<file path="config.mk">
export PLATFORM = sky130hd
export DESIGN_NAME = dtree_seq_eval
export DESIGN_NICKNAME = d
export VERILOG_FILES = /design/src/rtl/dtree_pkg.sv /design/src/rtl/dtree_node_cmp.sv /design/src/rtl/dtree_seq_eval.sv
export SDC_FILE = /design/constraint.sdc
export NUM_CORES = 2
export LEC_CHECK = 0
export BUFFER_PORTS_ARGS = -buffer_cell sky130_fd_sc_hd__buf_4
export CORE_MARGIN = 2
export CORE_UTILIZATION = 45
export CTS_CLUSTER_SIZE = 40
export DETAILED_ROUTE_END_ITERATION = 7
export PLACE_DENSITY = 0.6
export RECOVER_POWER = 100
export SETUP_SLACK_MARGIN = 0.3
export SLEW_MARGIN = 10
export SYNTH_ARGS = -nofsm -noshare
export SYNTH_HDL_FRONTEND = slang
export SYNTH_SLANG_ARGS = --single-unit
</file>
<file path="constraint.sdc">
create_clock -name clk -period 7.2 [get_ports clk]
set_clock_uncertainty 0.15 [all_clocks]
set_input_delay 0.36 -clock clk [delete_from_list [all_inputs] [get_ports clk]]
set_output_delay 0.36 -clock clk [all_outputs]
set_load 0.02 [all_outputs]
</file>
<file path="src/rtl/dtree_pkg.sv">
// Shared definitions for the sequential decision-tree classifier.
// Contents:
//   state_e     - FSM state encoding (StIdle, StWalk, StDone)
//   idx_w       - index width helper (clog2, minimum 1)
//   off_*/node_w- node-word field offsets and total width
//   pack_node   - builds a node word (zero-extended to NodeWMax bits)
// Node word, MSB to LSB: leaf | feat_idx | shift | thr | left | right.
package dtree_pkg;

  typedef enum logic [1:0] {StIdle, StWalk, StDone} state_e;

  localparam int unsigned NodeWMax = 128;

  function automatic int unsigned idx_w(input int unsigned n);
    return (n <= 1) ? 1 : $clog2(n);
  endfunction

  function automatic int unsigned off_left(input int unsigned n_nodes);
    return idx_w(n_nodes);
  endfunction

  function automatic int unsigned off_thr(input int unsigned n_nodes);
    return 2 * idx_w(n_nodes);
  endfunction

  function automatic int unsigned off_shift(input int unsigned feat_w, input int unsigned n_nodes);
    return off_thr(n_nodes) + feat_w;
  endfunction

  function automatic int unsigned off_fidx(input int unsigned feat_w, input int unsigned n_nodes);
    return off_shift(feat_w, n_nodes) + idx_w(feat_w);
  endfunction

  function automatic int unsigned off_leaf(input int unsigned n_feat, input int unsigned feat_w,
                                           input int unsigned n_nodes);
    return off_fidx(feat_w, n_nodes) + idx_w(n_feat);
  endfunction

  function automatic int unsigned node_w(input int unsigned n_feat, input int unsigned feat_w,
                                         input int unsigned n_nodes);
    return off_leaf(n_feat, feat_w, n_nodes) + 1;
  endfunction

  // Field value masked to its width, zero-extended.
  function automatic logic [NodeWMax-1:0] fld(input int unsigned v, input int unsigned wd);
    return NodeWMax'(v) & ((NodeWMax'(1) << wd) - NodeWMax'(1));
  endfunction

  function automatic logic [NodeWMax-1:0] pack_node(
    input int unsigned n_feat, input int unsigned feat_w, input int unsigned n_nodes,
    input logic leaf, input int unsigned feat_idx, input int unsigned shift,
    input int unsigned thr, input int unsigned left, input int unsigned right);
    logic [NodeWMax-1:0] w;
    w = fld(right, idx_w(n_nodes));
    w |= fld(left, idx_w(n_nodes)) << off_left(n_nodes);
    w |= fld(thr, feat_w) << off_thr(n_nodes);
    w |= fld(shift, idx_w(feat_w)) << off_shift(feat_w, n_nodes);
    w |= fld(feat_idx, idx_w(n_feat)) << off_fidx(feat_w, n_nodes);
    w |= NodeWMax'(leaf) << off_leaf(n_feat, feat_w, n_nodes);
    return w;
  endfunction

endpackage

</file>
<file path="src/rtl/dtree_node_cmp.sv">
// Combinational evaluation of one internal tree node.
// Build option: DTREE_APPROX_CMP_EN honours the shift field; otherwise it is ignored.
// Ports:
//   feat     in  packed feature vector, feature i at [i*FEAT_W +: FEAT_W]
//   feat_idx in  feature selected by the node (out-of-range selects 0)
//   shift    in  right-shift applied to the feature before the compare
//   thr      in  threshold, unsigned
//   left     in  next node when (f >> shift) <= thr
//   right    in  next node otherwise
//   next_ptr out selected next node
module dtree_node_cmp import dtree_pkg::*; #(
  parameter int unsigned N_FEAT  = 16,
  parameter int unsigned FEAT_W  = 8,
  parameter int unsigned N_NODES = 64,
  localparam int unsigned FI_W    = idx_w(N_FEAT),
  localparam int unsigned SH_W    = idx_w(FEAT_W),
  localparam int unsigned NADDR_W = idx_w(N_NODES)
) (
  input  logic [N_FEAT*FEAT_W-1:0] feat,
  input  logic [FI_W-1:0]          feat_idx,
  input  logic [SH_W-1:0]          shift,
  input  logic [FEAT_W-1:0]        thr,
  input  logic [NADDR_W-1:0]       left,
  input  logic [NADDR_W-1:0]       right,
  output logic [NADDR_W-1:0]       next_ptr
);

  logic [FEAT_W-1:0] f;
  logic [FEAT_W-1:0] f_cmp;

  // Mux by equality so an index beyond N_FEAT falls through to zero.
  always_comb begin
    f = '0;
    for (int i = 0; i < int'(N_FEAT); i++) begin
      if (feat_idx == FI_W'(i)) f = feat[i*FEAT_W +: FEAT_W];
    end
  end

`ifdef DTREE_APPROX_CMP_EN
  assign f_cmp = f >> shift;
`else
  logic unused_shift;
  assign unused_shift = ^shift;
  assign f_cmp = f;
`endif

  assign next_ptr = (f_cmp <= thr) ? left : right;

endmodule

</file>
<file path="src/rtl/dtree_seq_eval.sv">
// Sequential programmable decision-tree classifier, one node per clock.
// Build option: DTREE_APPROX_CMP_EN enables the per-node feature shift.
// Ports:
//   clk, rst_n          clock, asynchronous active-low reset
//   in_valid/in_ready   sample handshake, in_feat packed features
//   out_valid/out_ready result handshake, out_class/out_err result
//   cfg_we/addr/data    node-table write, honoured only while idle
module dtree_seq_eval import dtree_pkg::*; #(
  parameter int unsigned N_FEAT        = 16,
  parameter int unsigned FEAT_W        = 8,
  parameter int unsigned CLASS_W       = 4,
  parameter int unsigned N_NODES       = 64,
  parameter int unsigned MAX_DEPTH     = 16,
  parameter int unsigned DEFAULT_CLASS = 0,
  localparam int unsigned NADDR_W = idx_w(N_NODES),
  localparam int unsigned NODE_W  = node_w(N_FEAT, FEAT_W, N_NODES)
) (
  input  logic                     clk,
  input  logic                     rst_n,
  input  logic                     in_valid,
  output logic                     in_ready,
  input  logic [N_FEAT*FEAT_W-1:0] in_feat,
  output logic                     out_valid,
  input  logic                     out_ready,
  output logic [CLASS_W-1:0]       out_class,
  output logic                     out_err,
  input  logic                     cfg_we,
  input  logic [NADDR_W-1:0]       cfg_addr,
  input  logic [NODE_W-1:0]        cfg_data
);

  localparam int unsigned FI_W      = idx_w(N_FEAT);
  localparam int unsigned SH_W      = idx_w(FEAT_W);
  localparam int unsigned STEP_W    = idx_w(MAX_DEPTH + 1);
  localparam int unsigned OFF_LEFT  = off_left(N_NODES);
  localparam int unsigned OFF_THR   = off_thr(N_NODES);
  localparam int unsigned OFF_SHIFT = off_shift(FEAT_W, N_NODES);
  localparam int unsigned OFF_FIDX  = off_fidx(FEAT_W, N_NODES);
  localparam int unsigned OFF_LEAF  = off_leaf(N_FEAT, FEAT_W, N_NODES);

  state_e                   state_q;
  logic [NODE_W-1:0]        table_q [N_NODES];
  logic [N_FEAT*FEAT_W-1:0] feat_q;
  logic [NADDR_W-1:0]       ptr_q;
  logic [STEP_W-1:0]        step_q;
  logic                     in_ready_q;
  logic                     out_valid_q;
  logic [CLASS_W-1:0]       out_class_q;
  logic                     out_err_q;

  logic [NODE_W-1:0]        node;
  logic [FEAT_W-1:0]        node_thr;
  logic [NADDR_W-1:0]       next_ptr;

  // Pointers past the table (non-power-of-two N_NODES) read as the zero node.
  assign node     = (int'(ptr_q) < int'(N_NODES)) ? table_q[ptr_q] : '0;
  assign node_thr = node[OFF_THR +: FEAT_W];

  dtree_node_cmp #(
    .N_FEAT  (N_FEAT),
    .FEAT_W  (FEAT_W),
    .N_NODES (N_NODES)
  ) u_node_cmp (
    .feat     (feat_q),
    .feat_idx (node[OFF_FIDX +: FI_W]),
    .shift    (node[OFF_SHIFT +: SH_W]),
    .thr      (node_thr),
    .left     (node[OFF_LEFT +: NADDR_W]),
    .right    (node[0 +: NADDR_W]),
    .next_ptr (next_ptr)
  );

  // Table is writable only while idle so a walk always sees a frozen tree.
  always_ff @(posedge clk or negedge rst_n) begin
    if (!rst_n) begin
      for (int i = 0; i < int'(N_NODES); i++) table_q[i] <= '0;
    end else if (state_q == StIdle && cfg_we && int'(cfg_addr) < int'(N_NODES)) begin
      table_q[cfg_addr] <= cfg_data;
    end
  end

  always_ff @(posedge clk or negedge rst_n) begin
    if (!rst_n) begin
      state_q     <= StIdle;
      feat_q      <= '0;
      ptr_q       <= '0;
      step_q      <= '0;
      in_ready_q  <= 1'b1;
      out_valid_q <= 1'b0;
      out_class_q <= '0;
      out_err_q   <= 1'b0;
    end else begin
      case (state_q)
        StIdle: begin
          if (in_valid) begin
            feat_q     <= in_feat;
            ptr_q      <= '0;
            step_q     <= '0;
            in_ready_q <= 1'b0;
            state_q    <= StWalk;
          end
        end
        StWalk: begin
          step_q <= step_q + 1'b1;
          if (node[OFF_LEAF]) begin
            out_class_q <= node_thr[CLASS_W-1:0];
            out_err_q   <= 1'b0;
            out_valid_q <= 1'b1;
            state_q     <= StDone;
          end else if (step_q == STEP_W'(MAX_DEPTH - 1)) begin
            // This was the MAX_DEPTH-th node visited and it is still not a leaf.
            out_class_q <= CLASS_W'(DEFAULT_CLASS);
            out_err_q   <= 1'b1;
            out_valid_q <= 1'b1;
            state_q     <= StDone;
          end else begin
            ptr_q <= next_ptr;
          end
        end
        StDone: begin
          if (out_ready) begin
            out_valid_q <= 1'b0;
            in_ready_q  <= 1'b1;
            state_q     <= StIdle;
          end
        end
        default: state_q <= StIdle;
      endcase
    end
  end

  assign in_ready  = in_ready_q;
  assign out_valid = out_valid_q;
  assign out_class = out_class_q;
  assign out_err   = out_err_q;

endmodule

</file>
==> out/results.txt <==
Biggest cell delay along the critical path: 680 ps
Async set-reset flop share out of synthesis: 1.00
NetSw: 6.88 mW
Worst path arrival time: 7040 ps
Area of the multi-input gates: 0.0338 sq mm
Fin. Hold Viols: 0
Initial Utilization: 0.452
First-pass GRT wire length: 338000 microns
P per Cell Area: 284 mW/mm^2
Clock Sinks: 1748
Worst min path class: input pin to register
Die H: 424 microns
Post-DP Area: 0.0832 sq mm
Area of the core: 0.176 sq mm
Main synth FF type: dfrtp_1
Clock transition at path regs: 60 ps
Comb power frac: 0.163
Die Wd: 424 microns
CP Cell Sequence: buf_4 -> mux4_2 -> a22oi_1 -> a21oi_1 -> or4_1 -> buf_4 -> nand2b_1 -> nor3_1 -> a32o_1 -> a221oi_1 -> a31oi_1 -> ha_1 -> nor2b_1 -> o21a_1 -> o21a_1 -> o21ai_0 -> nand3b_1 -> nand2_1 -> mux4_2 -> a21oi_1 -> o21ai_0
Worst Setup Start Kind: register
CP required: 7740 ps
FF/Latch Area: 0.0438 sq mm
MaxCap Viol Count: 79
Finished Layout Cells: 7879
Sequential-to-total area share from yosys stat: 0.550
Largest net degree at the start of global routing: 170
Final nets: 5570
Net Sw Frac: 0.267
# port buffers: 170
Sum of negative setup slack: 0 ps
Worst skew pair latency: 820 ps
Yosys warns: 0
Outcome: finished with violations
H-tree depth reported by CTS: 4
TritonCTS clock tree: built
Final Slew Violations: 2756
Row cnt: 154
Wire length per cell: 28.7 microns
Pint: 18.8 mW
DR top layer: met5
Grt ovf: 0
Metal2 WL: 110000 microns
Initial antenna violation count: 7
Rel. slew slack: -2.07
Cell count after placement: 7365
Layout cells sized above 1: 0.480
Mapped Cells: 5214
Initial drt markers: 3612
Final antenna-violating net count: 0
WL met3: 9990 microns
Worst VDD drop: 206 uV
Fin crit share: 0.904
Leak: 42.9 nW
WHS: 66.4 ps
Fmax: 0.154 GHz
DRC viols: 0
Design Area, Final: 0.0905 sq mm
CTS resizes: 0
Slowest-stage cell, CP: dfrtp_4
Seq pwr share: 0.466
Clock Path Buffers: 3
GP Congestion: 0.858
First drt pass iteration count: 6
Post-synthesis register bit count: 1748
Worst-path fanout max: 20
IO Pins: 174
WS Path Type: register to register
Worst-Margin Slew: 4610 ps
Final setup fails: 0
Metal-1 WL: 98900 microns
Hpwl dp: 131000 microns
Endpoint class of the critical path: register
Fill cells: 14.6k
Post-Synthesis Cell Area: 0.0796 sq mm
Post-synth cell types: 71
DR vias: 46.8k
GRT Total Usage: 0.255
Cts bufs inserted: 181
Layout area overhead: 13.8%
Crit path time final: 6510 ps
Synthesized net count: 5391
Vias in the first global route: 49.1k
Unrepaired setup endpoints after global routing: no
Post-synth EDFFs: 0
Clock share of power: 0.371
Routed WL: 226000 microns
Failing checks: max-capacitance violations, max-slew violations
Die ar.: 0.180 sq mm
Drt via density: 5.94
Root buffer cell: clkbuf_16
Syn Area/Cell: 15.3 sq um
-- power groups by stage --
stage          logic [mW]  clock network, mW  registers (mW)
3_3_place_gp         3.90                  0            12.1
3_5_place_dp         4.00                  0            12.1
5_1_grt              4.57               10.2            12.1
2_1_floorplan        2.87                  0            11.8
6_report             4.19               9.55            12.0
4_1_cts              4.20               9.75            11.9
-- layer usage --
metal  vias up  track usage
met3       361       0.0379
li1      19476            -
met1     25853        0.353
met5         -            0
met4         4       0.0782
met2      1117        0.416
-- cells in the mapped netlist, types with 3 or more instances --
cell type  number  share of area
nand3b_1        6        0.00057
nor3_1         17         0.0011
ha_1           10         0.0016
nor3b_1         3        0.00028
nand2_1       490          0.023
dfrtp_1      1747           0.55
a22o_1          6        0.00066
a22oi_1        14         0.0013
a31oi_1         6        0.00047
inv_1          19        0.00090
a211oi_1        9        0.00085
o21ai_0        21         0.0013
o221ai_1        5        0.00055
o21ai_1         3        0.00019
or4_1           3        0.00028
nand3_1        21         0.0013
nand4_1         5        0.00039
clkbuf_1      376          0.018
and2_1          4        0.00031
buf_6          14         0.0020
nor4_1          3        0.00024
mux2i_1        49         0.0062
mux4_2        499           0.14
o2bb2ai_1       6        0.00066
nand2b_1       11        0.00086
buf_1          45         0.0021
buf_2          39         0.0025
nor2b_1        12        0.00094
buf_4          16         0.0015
and3_1          7        0.00055
o22ai_1         8        0.00063
o211ai_1        5        0.00047
nor2_1         43         0.0020
mux2_2       1611           0.23
o31ai_1         6        0.00057
a21oi_1        28         0.0018
a21o_1          3        0.00028
-- cells in the final DEF, fill, tap and decap left out, drive strengths merged, types with 31 or more instances in the layout --
cell and count:
nand2 490, buf 213, dlygate4sd3 184, clkinv 31, mux4 499, dfrtp 1747, mux2 1611, mux2i 49
clkbuf 367, nor2 46
-- worst max-delay path, delay by kind of cell, from the launching register on --
kind / cells / cell delay (ps)
mux: 2 / 1170
compound gates: 10 / 1700
buf+inv: 2 / 710
flops: 1 / 680
simple gates: 6 / 1560
fa+ha+maj: 1 / 340
-- sequential cells by signal (all words and copies together) (netlist names) --
register	count
table_q	1600
feat_q	128
ptr_q	6
step_q	5
out_class	4
state_q	2
in_ready	1
out_err	1
out_valid	1
-- final timing paths --
kind,from,end,slack (ps),cells after the start
hold / removal,cfg_data[2],table_q[842],70,2
min in group asynchronous,rst_n,feat_q[74],1080,2
setup reg to reg,ptr_q[0],ptr_q[5],690,21
setup / recovery,ptr_q[0],ptr_q[5],690,21
hold reg to reg,feat_q[114],feat_q[114],330,2
max in group asynchronous,rst_n,table_q[88],1230,4
-- stage by stage --
| step | setup WS, ps | util | total power [mW] |
|---|---|---|---|
| 2_1_floorplan | 2060 | - | 14.7 |
| 3_3_place_gp | 495 | 0.473 | 16.0 |
| 3_5_place_dp | 541 | 0.473 | 16.1 |
| 4_1_cts | 528 | 0.518 | 25.9 |
| 5_1_grt | 238 | 0.514 | 26.8 |
| 6_report | 693 | 0.515 | 25.7 |
-- cell families (layout without fill, tap and decap cells) --
kind of cell               count (synthesis)  in the layout  share of synthesized area
muxes                                   2159           2159                      0.375
adders and majority gates                 10             10                    0.00157
and+or+nand+nor                          639            639                     0.0336
AOI/OAI and AO/OA                        144            144                     0.0125
other                                      0              4                          0
xor gates and xnor gates                   1              1                   0.000110
DFF                                     1748           1748                      0.550
buffers and inverters                    513            834                     0.0270
-- cell type report --
| class | count | area share |
|---|---|---|
| well taps | 2340 | 0.0323 |
| repair buffers | 487 | 0.0432 |
| multi-input cells | 2953 | 0.373 |
| inverters | 22 | 0.000912 |
| diodes | 4 | 0.000111 |
| clock buffers | 277 | 0.0604 |
| clock inverters | 48 | 0.00666 |
| flip-flops and latches | 1748 | 0.483 |
-- repair_timing --
action                                 CTS  global route
buffers inserted                         0             1
setup endpoints to repair                0             1
hold buffers                           184             0
endpoints found under the hold margin  373             0
Note: power is estimated with default switching activity, not from simulation.
